[src/rtl/pipeline_hazard_ctrl_if.sv]
// pipeline_hazard_ctrl_if: hazard info from ID/EX/MEM in, pipeline register stall/flush controls out
interface pipeline_hazard_ctrl_if;
  logic [4:0] id_rs1;
  logic [4:0] id_rs2;
  logic       id_uses_rs1;
  logic       id_uses_rs2;
  logic [4:0] ex_rd;
  logic       ex_mem2reg;
  logic       ex_branch_taken;
  logic       mem_req;
  logic       mem_ready;
  logic       end_of_program;
  logic       pc_hold;
  logic       ifid_stall;
  logic       idex_stall;
  logic       ifid_flush;
  logic       idex_flush;
  logic       exmem_hold;
  logic       memwb_bubble;
  logic       halted;
  logic       mem_timeout_err;
  modport master (
    output id_rs1, id_rs2, id_uses_rs1, id_uses_rs2, ex_rd, ex_mem2reg, ex_branch_taken,
           mem_req, mem_ready, end_of_program,
    input  pc_hold, ifid_stall, idex_stall, ifid_flush, idex_flush, exmem_hold, memwb_bubble,
           halted, mem_timeout_err
  );
  modport slave (
    input  id_rs1, id_rs2, id_uses_rs1, id_uses_rs2, ex_rd, ex_mem2reg, ex_branch_taken,
           mem_req, mem_ready, end_of_program,
    output pc_hold, ifid_stall, idex_stall, ifid_flush, idex_flush, exmem_hold, memwb_bubble,
           halted, mem_timeout_err
  );
endinterface

[src/rtl/pipeline_hazard_ctrl.sv]
// pipeline_hazard_ctrl: stall/flush sequencer for load-use, branch squash, memory waits with timeout, and drain/halt
module pipeline_hazard_ctrl #(
  parameter int MEM_TIMEOUT  = 15,
  parameter int DRAIN_CYCLES = 4
) (
  input logic clk,
  input logic rst,
  pipeline_hazard_ctrl_if.slave hz
);
  localparam int WW = $clog2(MEM_TIMEOUT + 1);
  localparam int DW = DRAIN_CYCLES > 1 ? $clog2(DRAIN_CYCLES) : 1;
  localparam logic [8:0] MEMSTALL = 9'b111001100;
  localparam logic [8:0] SQUASH   = 9'b000110000;
  localparam logic [8:0] BUBBLE   = 9'b110010000;
  localparam logic [8:0] HALTED   = 9'b111001110;
  localparam logic [8:0] ERRORED  = 9'b111001101;
  typedef enum logic [2:0] {RUN, MEM_WAIT, DRAIN, HALT, ERROR} state_t;
  state_t state, state_n;
  logic [WW-1:0] wait_cnt, wait_n;
  logic [DW-1:0] drain_cnt, drain_n;
  logic from_drain, from_drain_n;
  logic load_use, mem_stall;
  logic [8:0] ctl;
  assign load_use = hz.ex_mem2reg && hz.ex_rd != 5'd0 &&
                    ((hz.id_uses_rs1 && hz.id_rs1 == hz.ex_rd) || (hz.id_uses_rs2 && hz.id_rs2 == hz.ex_rd));
  assign mem_stall = hz.mem_req && !hz.mem_ready;
  assign {hz.pc_hold, hz.ifid_stall, hz.idex_stall, hz.ifid_flush, hz.idex_flush,
          hz.exmem_hold, hz.memwb_bubble, hz.halted, hz.mem_timeout_err} = rst ? 9'd0 : ctl;
  always_ff @(posedge clk) begin
    if (rst) begin
      state      <= RUN;
      wait_cnt   <= '0;
      drain_cnt  <= DW'(DRAIN_CYCLES - 1);
      from_drain <= 1'b0;
    end else begin
      state      <= state_n;
      wait_cnt   <= wait_n;
      drain_cnt  <= drain_n;
      from_drain <= from_drain_n;
    end
  end
  always_comb begin
    state_n      = state;
    wait_n       = wait_cnt;
    drain_n      = drain_cnt;
    from_drain_n = from_drain;
    ctl          = '0;
    case (state)
      RUN:
        if (mem_stall) begin
          ctl          = MEMSTALL;
          wait_n       = WW'(1);
          from_drain_n = 1'b0;
          state_n      = MEM_WAIT;
        end else if (hz.ex_branch_taken) ctl = SQUASH;
        else if (load_use) ctl = BUBBLE;
        else if (hz.end_of_program) state_n = DRAIN;
      MEM_WAIT:
        if (hz.mem_ready) begin
          wait_n  = '0;
          state_n = from_drain ? DRAIN : RUN;
        end else begin
          ctl     = MEMSTALL;
          wait_n  = wait_cnt + 1'b1;
          state_n = wait_cnt == WW'(MEM_TIMEOUT) ? ERROR : MEM_WAIT;
        end
      DRAIN:
        if (mem_stall) begin
          ctl          = MEMSTALL;
          wait_n       = WW'(1);
          from_drain_n = 1'b1;
          state_n      = MEM_WAIT;
        end else begin
          ctl     = BUBBLE;
          state_n = drain_cnt == '0 ? HALT : DRAIN;
          drain_n = drain_cnt == '0 ? drain_cnt : drain_cnt - 1'b1;
        end
      HALT:    ctl = HALTED;
      ERROR:   ctl = ERRORED;
      default: state_n = RUN;
    endcase
  end
endmodule

[src/flat_wrapper.sv]
// flat-port wrapper written by rule: the top's interface ports become plain ports
module pipeline_hazard_ctrl_flat 
#(
  parameter int MEM_TIMEOUT  = 15,
  parameter int DRAIN_CYCLES = 4
)
  (clk, rst, hz_id_rs1, hz_id_rs2, hz_id_uses_rs1, hz_id_uses_rs2, hz_ex_rd, hz_ex_mem2reg, hz_ex_branch_taken, hz_mem_req, hz_mem_ready, hz_end_of_program, hz_pc_hold, hz_ifid_stall, hz_idex_stall, hz_ifid_flush, hz_idex_flush, hz_exmem_hold, hz_memwb_bubble, hz_halted, hz_mem_timeout_err);
  pipeline_hazard_ctrl_if hz_i ();
  input logic clk;
  input logic rst;
  input wire logic [$bits(hz_i.id_rs1)-1:0] hz_id_rs1;
  input wire logic [$bits(hz_i.id_rs2)-1:0] hz_id_rs2;
  input wire logic [$bits(hz_i.id_uses_rs1)-1:0] hz_id_uses_rs1;
  input wire logic [$bits(hz_i.id_uses_rs2)-1:0] hz_id_uses_rs2;
  input wire logic [$bits(hz_i.ex_rd)-1:0] hz_ex_rd;
  input wire logic [$bits(hz_i.ex_mem2reg)-1:0] hz_ex_mem2reg;
  input wire logic [$bits(hz_i.ex_branch_taken)-1:0] hz_ex_branch_taken;
  input wire logic [$bits(hz_i.mem_req)-1:0] hz_mem_req;
  input wire logic [$bits(hz_i.mem_ready)-1:0] hz_mem_ready;
  input wire logic [$bits(hz_i.end_of_program)-1:0] hz_end_of_program;
  output wire logic [$bits(hz_i.pc_hold)-1:0] hz_pc_hold;
  output wire logic [$bits(hz_i.ifid_stall)-1:0] hz_ifid_stall;
  output wire logic [$bits(hz_i.idex_stall)-1:0] hz_idex_stall;
  output wire logic [$bits(hz_i.ifid_flush)-1:0] hz_ifid_flush;
  output wire logic [$bits(hz_i.idex_flush)-1:0] hz_idex_flush;
  output wire logic [$bits(hz_i.exmem_hold)-1:0] hz_exmem_hold;
  output wire logic [$bits(hz_i.memwb_bubble)-1:0] hz_memwb_bubble;
  output wire logic [$bits(hz_i.halted)-1:0] hz_halted;
  output wire logic [$bits(hz_i.mem_timeout_err)-1:0] hz_mem_timeout_err;
  assign hz_i.id_rs1 = hz_id_rs1;
  assign hz_i.id_rs2 = hz_id_rs2;
  assign hz_i.id_uses_rs1 = hz_id_uses_rs1;
  assign hz_i.id_uses_rs2 = hz_id_uses_rs2;
  assign hz_i.ex_rd = hz_ex_rd;
  assign hz_i.ex_mem2reg = hz_ex_mem2reg;
  assign hz_i.ex_branch_taken = hz_ex_branch_taken;
  assign hz_i.mem_req = hz_mem_req;
  assign hz_i.mem_ready = hz_mem_ready;
  assign hz_i.end_of_program = hz_end_of_program;
  assign hz_pc_hold = hz_i.pc_hold;
  assign hz_ifid_stall = hz_i.ifid_stall;
  assign hz_idex_stall = hz_i.idex_stall;
  assign hz_ifid_flush = hz_i.ifid_flush;
  assign hz_idex_flush = hz_i.idex_flush;
  assign hz_exmem_hold = hz_i.exmem_hold;
  assign hz_memwb_bubble = hz_i.memwb_bubble;
  assign hz_halted = hz_i.halted;
  assign hz_mem_timeout_err = hz_i.mem_timeout_err;
  pipeline_hazard_ctrl #(.MEM_TIMEOUT(MEM_TIMEOUT), .DRAIN_CYCLES(DRAIN_CYCLES)) u_core (.clk(clk), .rst(rst), .hz(hz_i));
endmodule
[config.mk]
export PLATFORM = sky130hd
export DESIGN_NAME = pipeline_hazard_ctrl_flat
export DESIGN_NICKNAME = d
export VERILOG_FILES = /design/src/rtl/pipeline_hazard_ctrl_if.sv /design/src/rtl/pipeline_hazard_ctrl.sv /design/src/flat_wrapper.sv
export SDC_FILE = /design/constraint.sdc
export NUM_CORES = 1
export LEC_CHECK = 0
export CAP_MARGIN = 20
export CORE_ASPECT_RATIO = 0.9
export CORE_MARGIN = 8
export CORE_UTILIZATION = 40
export DETAILED_ROUTE_END_ITERATION = 8
export PLACE_DENSITY_LB_ADDON = 0.2
export SLEW_MARGIN = 15
export SYNTH_ARGS = -nofsm -noshare
export SYNTH_HDL_FRONTEND = slang
export SYNTH_SLANG_ARGS = --single-unit
[constraint.sdc]
create_clock -name clk -period 1.82 [get_ports clk]
set_input_delay 0.273 -clock clk [delete_from_list [all_inputs] [get_ports clk]]
set_output_delay 0.273 -clock clk [all_outputs]
set_load 0.02 [all_outputs]
Word level (Yosys, flattened, before mapping)

Index checks and enable logic that the tools add are counted.

Multiplexer cells: 23
Equal/unequal tests: 13
Reductions and logical operators: 18
Bitwise gates (word level): 3
Add/sub/neg operators: 2

Operator list:

| cell                  | count |
|---|---|
| $mux W9               | 5 |
| $pmux W9 S5           | 1 |
| $mux W3               | 7 |
| $pmux W3 S4           | 1 |
| $eq A5 B5 Y1          | 2 |
| $mux W4               | 2 |
| $pmux W4 S2           | 1 |
| $mux W7               | 1 |
| $eq A3 B2 Y1 const B  | 2 |
| $ne A2 B1 Y1 const B  | 3 |
| $ne A3 B2 Y1 const B  | 2 |
| $reduce_and A3 Y1     | 2 |
| $logic_and A1 B1 Y1   | 5 |
| $reduce_bool A5 Y1    | 1 |
| $add A4 B1 Y4 const B | 1 |
| $eq A4 B4 Y1 const B  | 1 |
| $reduce_and A4 Y1     | 1 |
| $reduce_bool A2 Y1    | 2 |
| $reduce_or A2 Y1      | 2 |
| $eq A3 B1 Y1 const B  | 1 |
| $eq A3 B3 Y1 const B  | 1 |
| $logic_not A3 Y1      | 1 |
| $mux W1               | 3 |
| $ne A3 B3 Y1 const B  | 1 |
| other kinds (8)       | 10 |

Output and inout bits: 9
Logic and storage cells: 63
Input port bits: 24
Bits in registers: 10

Longest topological paths before layout

Gate-level depths: netlist of the first run.

Depth after elaboration: 9
Mapped depth: 6
Gate-level depth less buffers: 6

Least setup slack after synthesis of the first run

No wires, ideal clock.

Path kind: input-to-output
Start point: input hz_ex_rd[3]
End point: output hz_pc_hold
Data required time: 1547 ps
Data arrival time: 1786 ps
Cell stages on the path: 5
Path buffers: 1
Path slack: -239 ps
Path through: xor2_1 nor4_2 a32oi_1 o32ai_1 buf_4

Word-level cells in the longest chain between the ends: 9
Elaborated cells on any way between the ends: 13
Those cells by class: 2 x eq/ne; 5 x mux; 6 x reduce/logical

RTL lines:

| what                  | line                       | RTL |
|---|---|---|
| start: declaration    | flat_wrapper.sv:15         | `input wire logic [$bits(hz_i.ex_rd)-1:0] hz_ex_rd;` |
| $eq A5 B5 Y1          | pipeline_hazard_ctrl.sv:25 | `((hz.id_uses_rs1 && hz.id_rs1 == hz.ex_rd) \|\| (hz.id_uses_rs2 && hz.id_rs2 == hz.ex_rd));` |
| $logic_and A1 B1 Y1   | pipeline_hazard_ctrl.sv:25 |  |
| $logic_or A1 B1 Y1    | pipeline_hazard_ctrl.sv:25 |  |
| $logic_and A1 B1 Y1 * | pipeline_hazard_ctrl.sv:24 | `assign load_use = hz.ex_mem2reg && hz.ex_rd != 5'd0 &&` |
| $mux W9 *             | pipeline_hazard_ctrl.sv:56 | `else if (load_use) ctl = BUBBLE;` |
| $mux W9 *             | pipeline_hazard_ctrl.sv:55 | `end else if (hz.ex_branch_taken) ctl = SQUASH;` |
| $mux W9 *             | pipeline_hazard_ctrl.sv:50 | `if (mem_stall) begin` |
| $pmux W9 S5 *         | pipeline_hazard_ctrl.sv:48 | `case (state)` |
| $mux W9 *             | pipeline_hazard_ctrl.sv:28 | `hz.exmem_hold, hz.memwb_bubble, hz.halted, hz.mem_timeout_err} = rst ? 9'd0 : ctl;` |
| end: declaration      | flat_wrapper.sv:21         | `output wire logic [$bits(hz_i.pc_hold)-1:0] hz_pc_hold;` |

Every way passes the cells marked *; elsewhere a longest branch is shown, timed or not.

Worst setup path after layout of the first run

Start point: input hz_ex_rd[3]
End point: output hz_ifid_stall

Word-level cells in the longest chain between the ends: 9
Elaborated cells on any way between the ends: 13
Those cells by class: 2 x eq/ne; 5 x mux; 6 x reduce/logical

RTL lines:

| what                  | line                       | RTL |
|---|---|---|
| $eq A5 B5 Y1          | pipeline_hazard_ctrl.sv:25 |  |
| $logic_and A1 B1 Y1   | pipeline_hazard_ctrl.sv:25 |  |
| $logic_or A1 B1 Y1    | pipeline_hazard_ctrl.sv:25 |  |
| $logic_and A1 B1 Y1 * | pipeline_hazard_ctrl.sv:24 |  |
| $mux W9 *             | pipeline_hazard_ctrl.sv:56 |  |
| $mux W9 *             | pipeline_hazard_ctrl.sv:55 |  |
| $mux W9 *             | pipeline_hazard_ctrl.sv:50 |  |
| $pmux W9 S5 *         | pipeline_hazard_ctrl.sv:48 |  |
| $mux W9 *             | pipeline_hazard_ctrl.sv:28 |  |
| end: declaration      | flat_wrapper.sv:22         | `output wire logic [$bits(hz_i.ifid_stall)-1:0] hz_ifid_stall;` |

Marks and branches as above.

==> summary.md, run 1 <==
| Metric | Value |
|---|---|
| Final Hold Viols | `0` |
| Ys Warns | `0` |
| Gr ovfl total | `0` |
| Crit path max-delay cell type | `nor4_2` |
| CP arrival | `1.52 ns` |
| Post-DRT Antenna Nets | `0` |
| Worst-Skew Late Latency | `0.27 ns` |
| Htree depth | `1` |
| Register area share after synthesis | `0.248` |
| Count of state elements after synthesis | `10` |
| Fillers | `174` |
| CP Capture Type | `output port` |
| Setup Crit Path Kind | `in2out` |
| Most used flip-flop cell after synthesis | `dfxtp_1` |
| Worst clock skew | `0.00143 ns` |
| Hold buffer count at CTS | `0` |
| CTS tree | `done` |
| CTS Root Cell | `clkbuf_4` |
| Area contributors post-synth | `dfxtp_1, xor2_1, nor2_1` |
| PwrDens | `531 mW/mm^2` |
| CTS buffer count | `3` |
| Maxcap violations | `0` |
| Share of the synthesized area in the top cell type | `0.248` |
| Total track usage | `0.142` |
| N_diodes | `0` |
| CP Buf/Inv Count | `2` |
| Tightest Hold Check Type | `reg2reg` |
| Status | `finished clean` |
| Wirelength per Cell | `14.6 um` |
| Synth Area in Compound Gates | `0.226` |
| Fraction of registers with async set/reset | `0` |
| Main combinational cell family by area after synthesis | `simple AND/OR/NAND/NOR gates` |
| Leakage power | `0.561 nW` |
| Routed WL | `2540 um` |
| First-pass GRT wire length | `4330 um` |
| RSZ-0062 raised after global routing | `yes` |
| Final setup fails | `0` |
| HPWL after DPL | `2000 um` |
| CTS Buffer Depth | `2` |
| Crit path time final | `1.80 ns` |
| DR DRC count | `0` |
| EDFF count, synth | `0` |
| Share of layout cells above drive strength 1 | `0.396` |
| Area of the mapped netlist | `807 um^2` |
| Worst-path fanout max | `3` |
| R2R setup slack | `0.31 ns` |
| Die Ht | `58.6 um` |
| Clock transition at path regs | `0.07 ns` |
| Via count | `912` |
| Initial Util | `0.422` |
| IO Pins | `33` |
| Drt first pass iters | `4` |
| Synth cell types | `40` |
| Core area | `0.00191 mm^2` |
| Largest net degree at the start of global routing | `13` |
| Family with the most delay on the worst path | `compound AO/OA/AOI/OAI gates` |
| Setup_tns | `0 ns` |
| Worst-Margin Slew | `0.306 ns` |
| Crit-path cells | `buf_8, xor2_2, nor4_2, a32oi_2, o32ai_2, buf_4` |
| WHS | `0.464 ns` |
| Final non-filler cell area | `0.00128 mm^2` |
| Nets | `176` |
| IO buf count | `32` |
| Antenna violations before repair | `0` |
| CP max stage delay | `0.33 ns` |
| Peak VDD IR | `449 uV` |
| Synth Area in Simple Gates | `0.288` |
| Initial DRC Count | `31` |
| Crit share post-route | `0.987` |
| Die area | `0.00371 mm^2` |
| Post-Synth XOR/XNOR Area | `0.119` |
| FP Rows | `15` |
| Syn avg cell area | `7.84 um^2` |
| Syn Inst Count | `103` |
| Syn nets | `129` |
| Area added between synthesis and finish | `58.9%` |
| Post-synthesis adder-cell area fraction | `0.0310` |
| Required time of the critical path | `1.55 ns` |
| Vias in the first global route | `985` |
| F_max | `557 MHz` |
| Pins Over Slew Limit | `0` |
| Fraction of synthesized area in multiplexers | `0.0124` |
| Worst rel slew slack | `0.795` |
| Placed Area | `0.00124 mm^2` |
| Clk sinks | `10` |
| Yosys top cell by area | `dfxtp_1` |
| Worst setup SP type | `input pin` |
| Vias per cell | `5.24` |
| GP Congestion | `0.796` |
| Chip Width | `63.3 um` |
stage by stage:
step | util | setup slack, ns | total power [mW] | cells
2_1_floorplan | - | -0.00215 | 0.360 | 103
3_3_place_gp | 0.648 | -0.788 | 0.471 | 167
3_5_place_dp | 0.648 | -0.822 | 0.475 | 167
4_1_cts | 0.665 | 0.00738 | 0.682 | 173
5_1_grt | 0.670 | -0.0606 | 0.716 | 174
6_report | 0.670 | 0.0241 | 0.682 | 174
cell type report:
| type | instances | area [um^2] | area share |
|---|---|---|---|
| repair buffers | 51 | 390 | 0.304 |
| clock buffers | 4 | 36.3 | 0.0283 |
| flip-flops and latches | 10 | 201 | 0.157 |
| well taps | 25 | 31.3 | 0.0244 |
| multi-input cells | 81 | 612 | 0.477 |
| inverters | 3 | 11.3 | 0.00878 |
Yosys cell counts, types with 2 or more instances:
| cell type | number |
|---|---|
| nand3_1 | 2 |
| dfxtp_1 | 10 |
| nor2_1 | 13 |
| clkbuf_1 | 4 |
| nor4_1 | 2 |
| or3_1 | 2 |
| buf_4 | 4 |
| nand2_1 | 5 |
| nand2b_1 | 4 |
| a21oi_1 | 6 |
| o21ai_0 | 5 |
| a311oi_1 | 2 |
| a21o_1 | 2 |
| ha_1 | 2 |
| nor3_1 | 4 |
| xnor2_1 | 3 |
| xor2_1 | 8 |
| inv_1 | 3 |
flip-flops by register name (all words and copies together), names as in the netlist:
| register | flops |
|---|---|
| u_core.state | 3 |
| u_core.from_drain | 1 |
| u_core.drain_cnt | 2 |
| u_core.wait_cnt | 4 |
layer usage:
| metal | global-route usage | vias to the layer above | part of all wire |
|---|---|---|---|
| li1 | - | 462 | - |
| met1 | 0.152 | 415 | 0.42 |
| met3 | 0.0227 | 6 | 0.041 |
| met5 | 0 | - | 0 |
| met4 | 0.0603 | 0 | 0.015 |
| met2 | 0.270 | 29 | 0.53 |
layout by cell type (no fill, tap or decap), types with 2 or more instances in the layout:
master,count
nand2b_1,3
dfxtp_1,9
a311oi_1,2
clkbuf_4,3
buf_4,22
nand3_1,2
buf_2,8
clkbuf_2,5
nor2_1,12
a21oi_1,5
clkdlybuf4s50_1,6
nor3_1,4
clkdlybuf4s15_1,3
a21o_1,2
xor2_1,6
ha_1,2
inv_1,3
or3_1,2
dlygate4sd2_1,5
o21ai_0,4
xnor2_1,3
nand2_1,4
xor2_2,2
nor4_2,2
path summary, 6_finish.rpt:
kind / end / depth (start not counted) / start
worst max-delay path: hz_ifid_stall / 6 / hz_ex_rd[3]
worst max register to register: u_core.wait_cnt[2] / 5 / u_core.state[0]
worst min-delay path: u_core.drain_cnt[1] / 1 / u_core.drain_cnt[1]
worst min register to register: u_core.drain_cnt[1] / 1 / u_core.drain_cnt[1]
where the power goes:
part	leakage (nW)	internal, mW	switching (mW)	total, mW
clock network	0.0210	0.122	0.0904	0.212
logic	0.458	0.121	0.111	0.232
registers	0.0818	0.228	0.00937	0.238
what timing repair did:
action / in CTS / in global routing
gates resized for setup: 82 / 15
gates cloned: 0 / 0
setup buffers: 2 / 1
endpoints found under the setup margin: 9 / 5
pin swaps: 10 / 10
logic make-up (layout without fill, tap and decap cells):
family                     after synthesis  in the layout
buffers and inverters                   12             58
AOI/OAI and AO/OA                       25             25
xor gates and xnor gates                11             11
adders and majority gates                2              2
and+or+nand+nor                         42             42
muxes                                    1              1
DFF                                     10             10
Note: power is estimated with default switching activity, not from simulation.
==> run 2, diff against run 1 <==
--- a/config.mk
+++ b/config.mk
@@ -10,6 +10,7 @@
 export CORE_MARGIN = 8
 export CORE_UTILIZATION = 40
 export DETAILED_ROUTE_END_ITERATION = 8
+export DONT_BUFFER_PORTS = 1
 export PLACE_DENSITY_LB_ADDON = 0.2
 export SLEW_MARGIN = 15
 export SYNTH_ARGS = -nofsm -noshare
==> constraint.sdc (replaced) <==
create_clock -name clk -period 1.7 [get_ports clk]
set_input_delay 0.255 -clock clk [delete_from_list [all_inputs] [get_ports clk]]
set_output_delay 0.255 -clock clk [all_outputs]
set_load 0.02 [all_outputs]
==> run 2 against run 1 <==
- power down 4.9%
- critical path depth fell by 1
- register-to-register slack lost 0.21 ns
- critical endpoint is now hz_idex_flush
- clock skew rose by 0.0069 ns
- largest cell class unchanged
- non-clock buffer count fell by 38
- sequential power grew 8%
- flip-flop and latch count is the same
- worst hold slack got worse by 0.42 ns
- die area is the same
- highest routed layer unchanged
- utilization down 15 points
- setup slack got worse by 0.019 ns
- largest power group unchanged
==> summary.md, run 2 (synthesis results as in run 1) <==
| Metric | Value |
|---|---|
| Share of layout cells above drive strength 1 | `0.297 (was 0.396)` |
| Wirelength per Cell | `15.0 um (was 14.6 um)` |
| Die Ht | `58.6 um (unchanged)` |
| Worst-Margin Slew | `0.381 ns (was 0.306 ns)` |
| Peak VDD IR | `423 uV (was 449 uV)` |
| Largest net degree at the start of global routing | `19 (was 13)` |
| Maxcap violations | `0 (unchanged)` |
| HPWL after DPL | `1560 um (was 2000 um)` |
| Initial Util | `0.422 (unchanged)` |
| Via count | `758 (was 912)` |
| Htree depth | `1 (unchanged)` |
| First-pass GRT wire length | `3310 um (was 4330 um)` |
| PwrDens | `657 mW/mm^2 (was 531 mW/mm^2)` |
| Power Total | `0.648 mW (was 0.682 mW)` |
| Clk sinks | `10 (unchanged)` |
| Final setup fails | `0 (unchanged)` |
| Worst-Skew Late Latency | `0.27 ns (about the same)` |
| WHS | `0.0421 ns (was 0.464 ns)` |
| CP Capture Type | `output port (unchanged)` |
| Setup Crit Path Kind | `reg2out (was in2out)` |
| Gr ovfl total | `0 (unchanged)` |
| Routed WL | `2040 um (was 2540 um)` |
| Post-DRT Antenna Nets | `0 (unchanged)` |
| Worst rel slew slack | `0.745 (was 0.795)` |
| Reg2reg path depth | `6 (was 5)` |
| Worst clock skew | `0.00831 ns (was 0.00143 ns)` |
| F_max | `590 MHz` |
| Core area | `0.00191 mm^2 (unchanged)` |
| Required time of the critical path | `1.44 ns (was 1.55 ns)` |
| # placed instances | `128 (was 167)` |
| Final Util | `0.516 (was 0.670)` |
| Clock transition at path regs | `0.08 ns (was 0.07 ns)` |
| IO buf count | `0 (was 32)` |
| Crit path time final | `1.70 ns` |
| Nets | `138 (was 176)` |
| Worst-path fanout max | `3 (unchanged)` |
| Worst setup SP type | `flip-flop (was input pin)` |
| Antenna violations before repair | `0 (unchanged)` |
| GP Congestion | `0.823 (was 0.796)` |
| CTS buffer count | `3 (unchanged)` |
| Chip Width | `63.3 um (unchanged)` |
| Vias in the first global route | `757 (was 985)` |
| Post-route insts no fill | `136 (was 174)` |
| Drt first pass iters | `3 (was 4)` |
| Area added between synthesis and finish | `22.3% (was 58.9%)` |
| CTS Buffer Depth | `2 (unchanged)` |
| Place WS | `0.0492 ns (was -0.822 ns)` |
| CP arrival | `1.44 ns (was 1.52 ns)` |
| Status | `finished clean (unchanged)` |
| FP Rows | `15 (unchanged)` |
| CP startpoint | `u_core.state[2] (was hz_ex_rd[3])` |
| Vias per cell | `5.57 (was 5.24)` |
| IO Pins | `33 (unchanged)` |
| Placed Area | `881 um^2 (was 0.00124 mm^2)` |
| Top flop regs | `u_core.wait_cnt (4), u_core.state (3), u_core.drain_cnt (2) (unchanged)` |
| Max reg flops | `4 (unchanged)` |
| CTS tree | `done (unchanged)` |
| Final WS setup | `0.00473 ns (was 0.0241 ns)` |
| Most common cell after layout, fill and taps aside | `buf_4 (unchanged)` |
| WHS Path Cells | `1 (unchanged)` |
| Tightest Hold Check Type | `in2reg (was reg2reg)` |
| Leakage power | `0.380 nW (was 0.561 nW)` |
| N_diodes | `0 (unchanged)` |
| Largest Register | `u_core.wait_cnt (unchanged)` |
| CTS Root Cell | `clkbuf_4 (unchanged)` |
| Worst hold start | `rst (was u_core.drain_cnt[1])` |
| DR DRC count | `0 (unchanged)` |
| Pins Over Slew Limit | `0 (unchanged)` |
| Setup_tns | `0 ns (unchanged)` |
| RSZ-0062 raised after global routing | `yes (unchanged)` |
| Worst r2r src | `u_core.state[0] (unchanged)` |
| Hold buffer count at CTS | `0 (unchanged)` |
| Most frequent cells in the layout | `buf_4, nor2_1, xor2_1, dfxtp_1, a21oi_1 (was buf_4, nor2_1, dfxtp_1, buf_2)` |
| Total track usage | `0.106 (was 0.142)` |
| Final non-filler cell area | `987 um^2 (was 0.00128 mm^2)` |
| Crit share post-route | `0.997` |
| Final Hold Viols | `0 (unchanged)` |
| Initial DRC Count | `20 (was 31)` |
| Die area | `0.00371 mm^2 (unchanged)` |
-- run 2: repair_timing --
item | in CTS | in global routing
setup buffers | 1 | 3
resized for setup | 4 | 10
endpoints found under the setup margin | 6 | 6
cloned | 0 | 0
pin swaps | 1 | 6
-- run 2: worst paths after layout --
path                            slack [ns]                   to
worst min register to register        0.48  u_core.drain_cnt[1]
worst max register to register        0.10   u_core.wait_cnt[2]
worst max-delay path                 0.005        hz_idex_flush
worst min-delay path                  0.04    u_core.from_drain
-- run 2: final cells by class --
type / count / area, um^2
Timing Repair Buffer: 13 / 114
Fill cell: 199 / 927
Inverter: 3 / 11.3
Multi-Input combinational cell: 81 / 588
Sequential cell: 10 / 206
Clock buffer: 4 / 36.3
Tap cell: 25 / 31.3
-- run 2: worst max-delay path: stages, from the launching register on --
cell     delay (ns)
dfxtp_2        0.34
nor2_4         0.12
nand2_2        0.08
or3_1          0.34
o21ai_1        0.14
buf_4          0.16
-- run 2: routing by layer --
layer | part of all wire | GRT usage
met3 | 0.069 | 0.0360
met4 | 0.0098 | 0.0413
met1 | 0.42 | 0.116
met2 | 0.50 | 0.185
met5 | 0 | 0
-- run 2: report_power, final --
part	internal, mW	leakage, nW	total [mW]	switching (mW)
Sequential	0.244	0.0830	0.256	0.0123
Clock	0.130	0.0210	0.226	0.0958
Combinational	0.0840	0.276	0.166	0.0820
==> run 3, diff against run 2 <==
--- a/config.mk
+++ b/config.mk
@@ -7,11 +7,13 @@
 export LEC_CHECK = 0
 export CAP_MARGIN = 20
 export CORE_ASPECT_RATIO = 0.9
-export CORE_MARGIN = 8
+export CORE_MARGIN = 3
 export CORE_UTILIZATION = 40
 export DETAILED_ROUTE_END_ITERATION = 8
 export DONT_BUFFER_PORTS = 1
+export GPL_ROUTABILITY_DRIVEN = 1
 export PLACE_DENSITY_LB_ADDON = 0.2
+export SKIP_LAST_GASP = 1
 export SLEW_MARGIN = 15
 export SYNTH_ARGS = -nofsm -noshare
 export SYNTH_HDL_FRONTEND = slang
==> run 3 against run 2 <==
- wire length down 2.8%
- via count is 0.13% lower
- flip-flop and latch count unchanged
- combinational power rose by 3%
- critical path depth grew 1
- clock power decreased by 3%
==> summary.md, run 3 (synthesis results as in run 1) <==
| Metric | Value |
|---|---|
| Status | `finished clean (unchanged)` |
| Met2 Use GR | `0.259 (was 0.185)` |
| Final setup fails | `0 (unchanged)` |
| Worst hold start | `rst (unchanged)` |
| Crit path time final | `1.68 ns (was 1.70 ns)` |
| Die Ht | `48.6 um (was 58.6 um)` |
| Chip Width | `53.3 um (was 63.3 um)` |
| Post-route insts no fill | `134 (was 136)` |
| Crit share post-route | `0.986 (was 0.997)` |
| Gr ovfl total | `0 (unchanged)` |
| Vias per cell | `5.65 (was 5.57)` |
| Initial DRC Count | `5 (was 20)` |
| Worst setup SP type | `flip-flop (unchanged)` |
| Antenna violations before repair | `0 (unchanged)` |
| Largest Register | `u_core.wait_cnt (unchanged)` |
| Fillers | `176 (was 199)` |
| Initial Util | `0.452 (was 0.422)` |
| IO buf count | `0 (unchanged)` |
| Worst-Margin Slew | `0.379 ns (was 0.381 ns)` |
| Htree depth | `1 (unchanged)` |
| Tightest Hold Check Type | `in2reg (unchanged)` |
| Total track usage | `0.156 (was 0.106)` |
| Final Hold Viols | `0 (unchanged)` |
| Met1 GRT Util | `0.195 (was 0.116)` |
| Clock transition at path regs | `0.07 ns (was 0.08 ns)` |
| CP startpoint | `u_core.state[0] (was u_core.state[2])` |
| First-pass GRT wire length | `3120 um (was 3310 um)` |
| Worst-Skew Late Latency | `0.27 ns (about the same)` |
| Largest net degree at the start of global routing | `19 (unchanged)` |
| Peak VDD IR | `640 uV (was 423 uV)` |
| Final WS setup | `0.0243 ns (was 0.00473 ns)` |
| CP Capture Type | `output port (unchanged)` |
| Max reg flops | `4 (unchanged)` |
| Pins Over Slew Limit | `0 (unchanged)` |
| N_diodes | `0 (unchanged)` |
| CTS tree | `done (unchanged)` |
| HPWL after DPL | `1460 um (was 1560 um)` |
| Drt first pass iters | `4 (was 3)` |
| Worst r2r src | `u_core.state[0] (unchanged)` |
| CTS Buffer Depth | `2 (unchanged)` |
| Wirelength per Cell | `14.8 um (was 15.0 um)` |
| Clk sinks | `10 (unchanged)` |
| CTS Root Cell | `clkbuf_4 (unchanged)` |
| Nets | `137 (was 138)` |
| Worst clock skew | `0.000448 ns (was 0.00831 ns)` |
| CP arrival | `1.42 ns (was 1.44 ns)` |
| Final Util | `0.564 (was 0.516)` |
| Most frequent cells in the layout | `nor2_1, buf_4, xor2_1, dfxtp_1, a21oi_1 (was buf_4, nor2_1, xor2_1, dfxtp_1, a21oi_1)` |
| RSZ-0062 raised after global routing | `yes (unchanged)` |
| Global routing's busiest layer | `met2 (unchanged)` |
| # placed instances | `128 (unchanged)` |
| Required time of the critical path | `1.44 ns (about the same)` |
| Setup Crit Path Kind | `reg2out (unchanged)` |
| Placed Area | `887 um^2 (was 881 um^2)` |
| GP Congestion | `0.754 (was 0.823)` |
| CTS buffer count | `3 (unchanged)` |
| IO Pins | `33 (unchanged)` |
| Met3 Resource Use GR | `0.0583 (was 0.0360)` |
| Worst rel slew slack | `0.746 (was 0.745)` |
| Via count | `757 (was 758)` |
| Core area | `0.00179 mm^2 (was 0.00191 mm^2)` |
| Maxcap violations | `0 (unchanged)` |
| Share of layout cells above drive strength 1 | `0.300 (was 0.297)` |
| Routed WL | `1980 um (was 2040 um)` |
| DR DRC count | `0 (unchanged)` |
| Final non-filler cell area | `0.00101 mm^2 (was 987 um^2)` |
| F_max | `597 MHz (was 590 MHz)` |
| Vias in the first global route | `689 (was 757)` |
| Worst-path fanout max | `3 (unchanged)` |
| PwrDens | `641 mW/mm^2 (was 657 mW/mm^2)` |
| Area added between synthesis and finish | `25.0% (was 22.3%)` |
| Leakage power | `0.383 nW (was 0.380 nW)` |
| WHS | `0.0424 ns (was 0.0421 ns)` |
| FP Rows | `14 (was 15)` |
| Post-DRT Antenna Nets | `0 (unchanged)` |
| Place WS | `0.0418 ns (was 0.0492 ns)` |
| Top flop regs | `u_core.wait_cnt (4), u_core.state (3), u_core.drain_cnt (2) (unchanged)` |
| Die area | `0.00259 mm^2 (was 0.00371 mm^2)` |
==> run 3: per-layer routing <==
metal  vias up  wire length, um
li1        382                -
met1       365              875
met2        10             1020
met3         0               89
met4         0                0
met5         -                0
==> run 3: per-stage QoR <==
| step | power [mW] | setup TNS (ns) |
|---|---|---|
| after global placement | 0.405 | 0 |
| after floorplan | 0.386 | -0.155 |
| after detailed placement | 0.410 | 0 |
| final | 0.647 | 0 |
| after CTS | 0.635 | -0.0695 |
| after global routing | 0.679 | -0.130 |
==> run 3: final timing paths <==
| kind | slack, ns | cells after the start | to |
|---|---|---|---|
| max | 0.02 | 6 | hz_pc_hold |
| min | 0.04 | 1 | u_core.wait_cnt[0] |
| max reg2reg | 0.11 | 6 | u_core.wait_cnt[1] |
| min reg2reg | 0.47 | 1 | u_core.drain_cnt[1] |
==> run 3: power breakdown <==
| group | internal [mW] | switching (mW) |
|---|---|---|
| Combinational | 0.0850 | 0.0857 |
| Clock | 0.130 | 0.0892 |
| Sequential | 0.244 | 0.0126 |
==> run 3: area by class of cell <==
| cell class | count | area, um^2 | area share |
|---|---|---|---|
| sequential | 10 | 206 | 0.205 |
| timing repair buffer | 12 | 106 | 0.105 |
| clock buffer | 4 | 36.3 | 0.0360 |
| tap | 24 | 30.0 | 0.0298 |
| multi-input combinational | 81 | 618 | 0.613 |
| inverter | 3 | 11.3 | 0.0112 |
==> run 3: worst max-delay path, cell delays in order, from the launching register on <==
cell and delay [ns]:
dfxtp_4 0.36, buf_6 0.12, nor2_4 0.07, nor2_2 0.04, o31ai_2 0.26, o32ai_2 0.11, buf_4 0.19
==> run 3: what timing repair did <==
| item | CTS | global route |
|---|---|---|
| hold buffers | 0 | 0 |
| gates resized for setup | 2 | 15 |
| endpoints found under the setup margin | 4 | 6 |
| setup buffers | 1 | 1 |
| pin swaps | 1 | 7 |
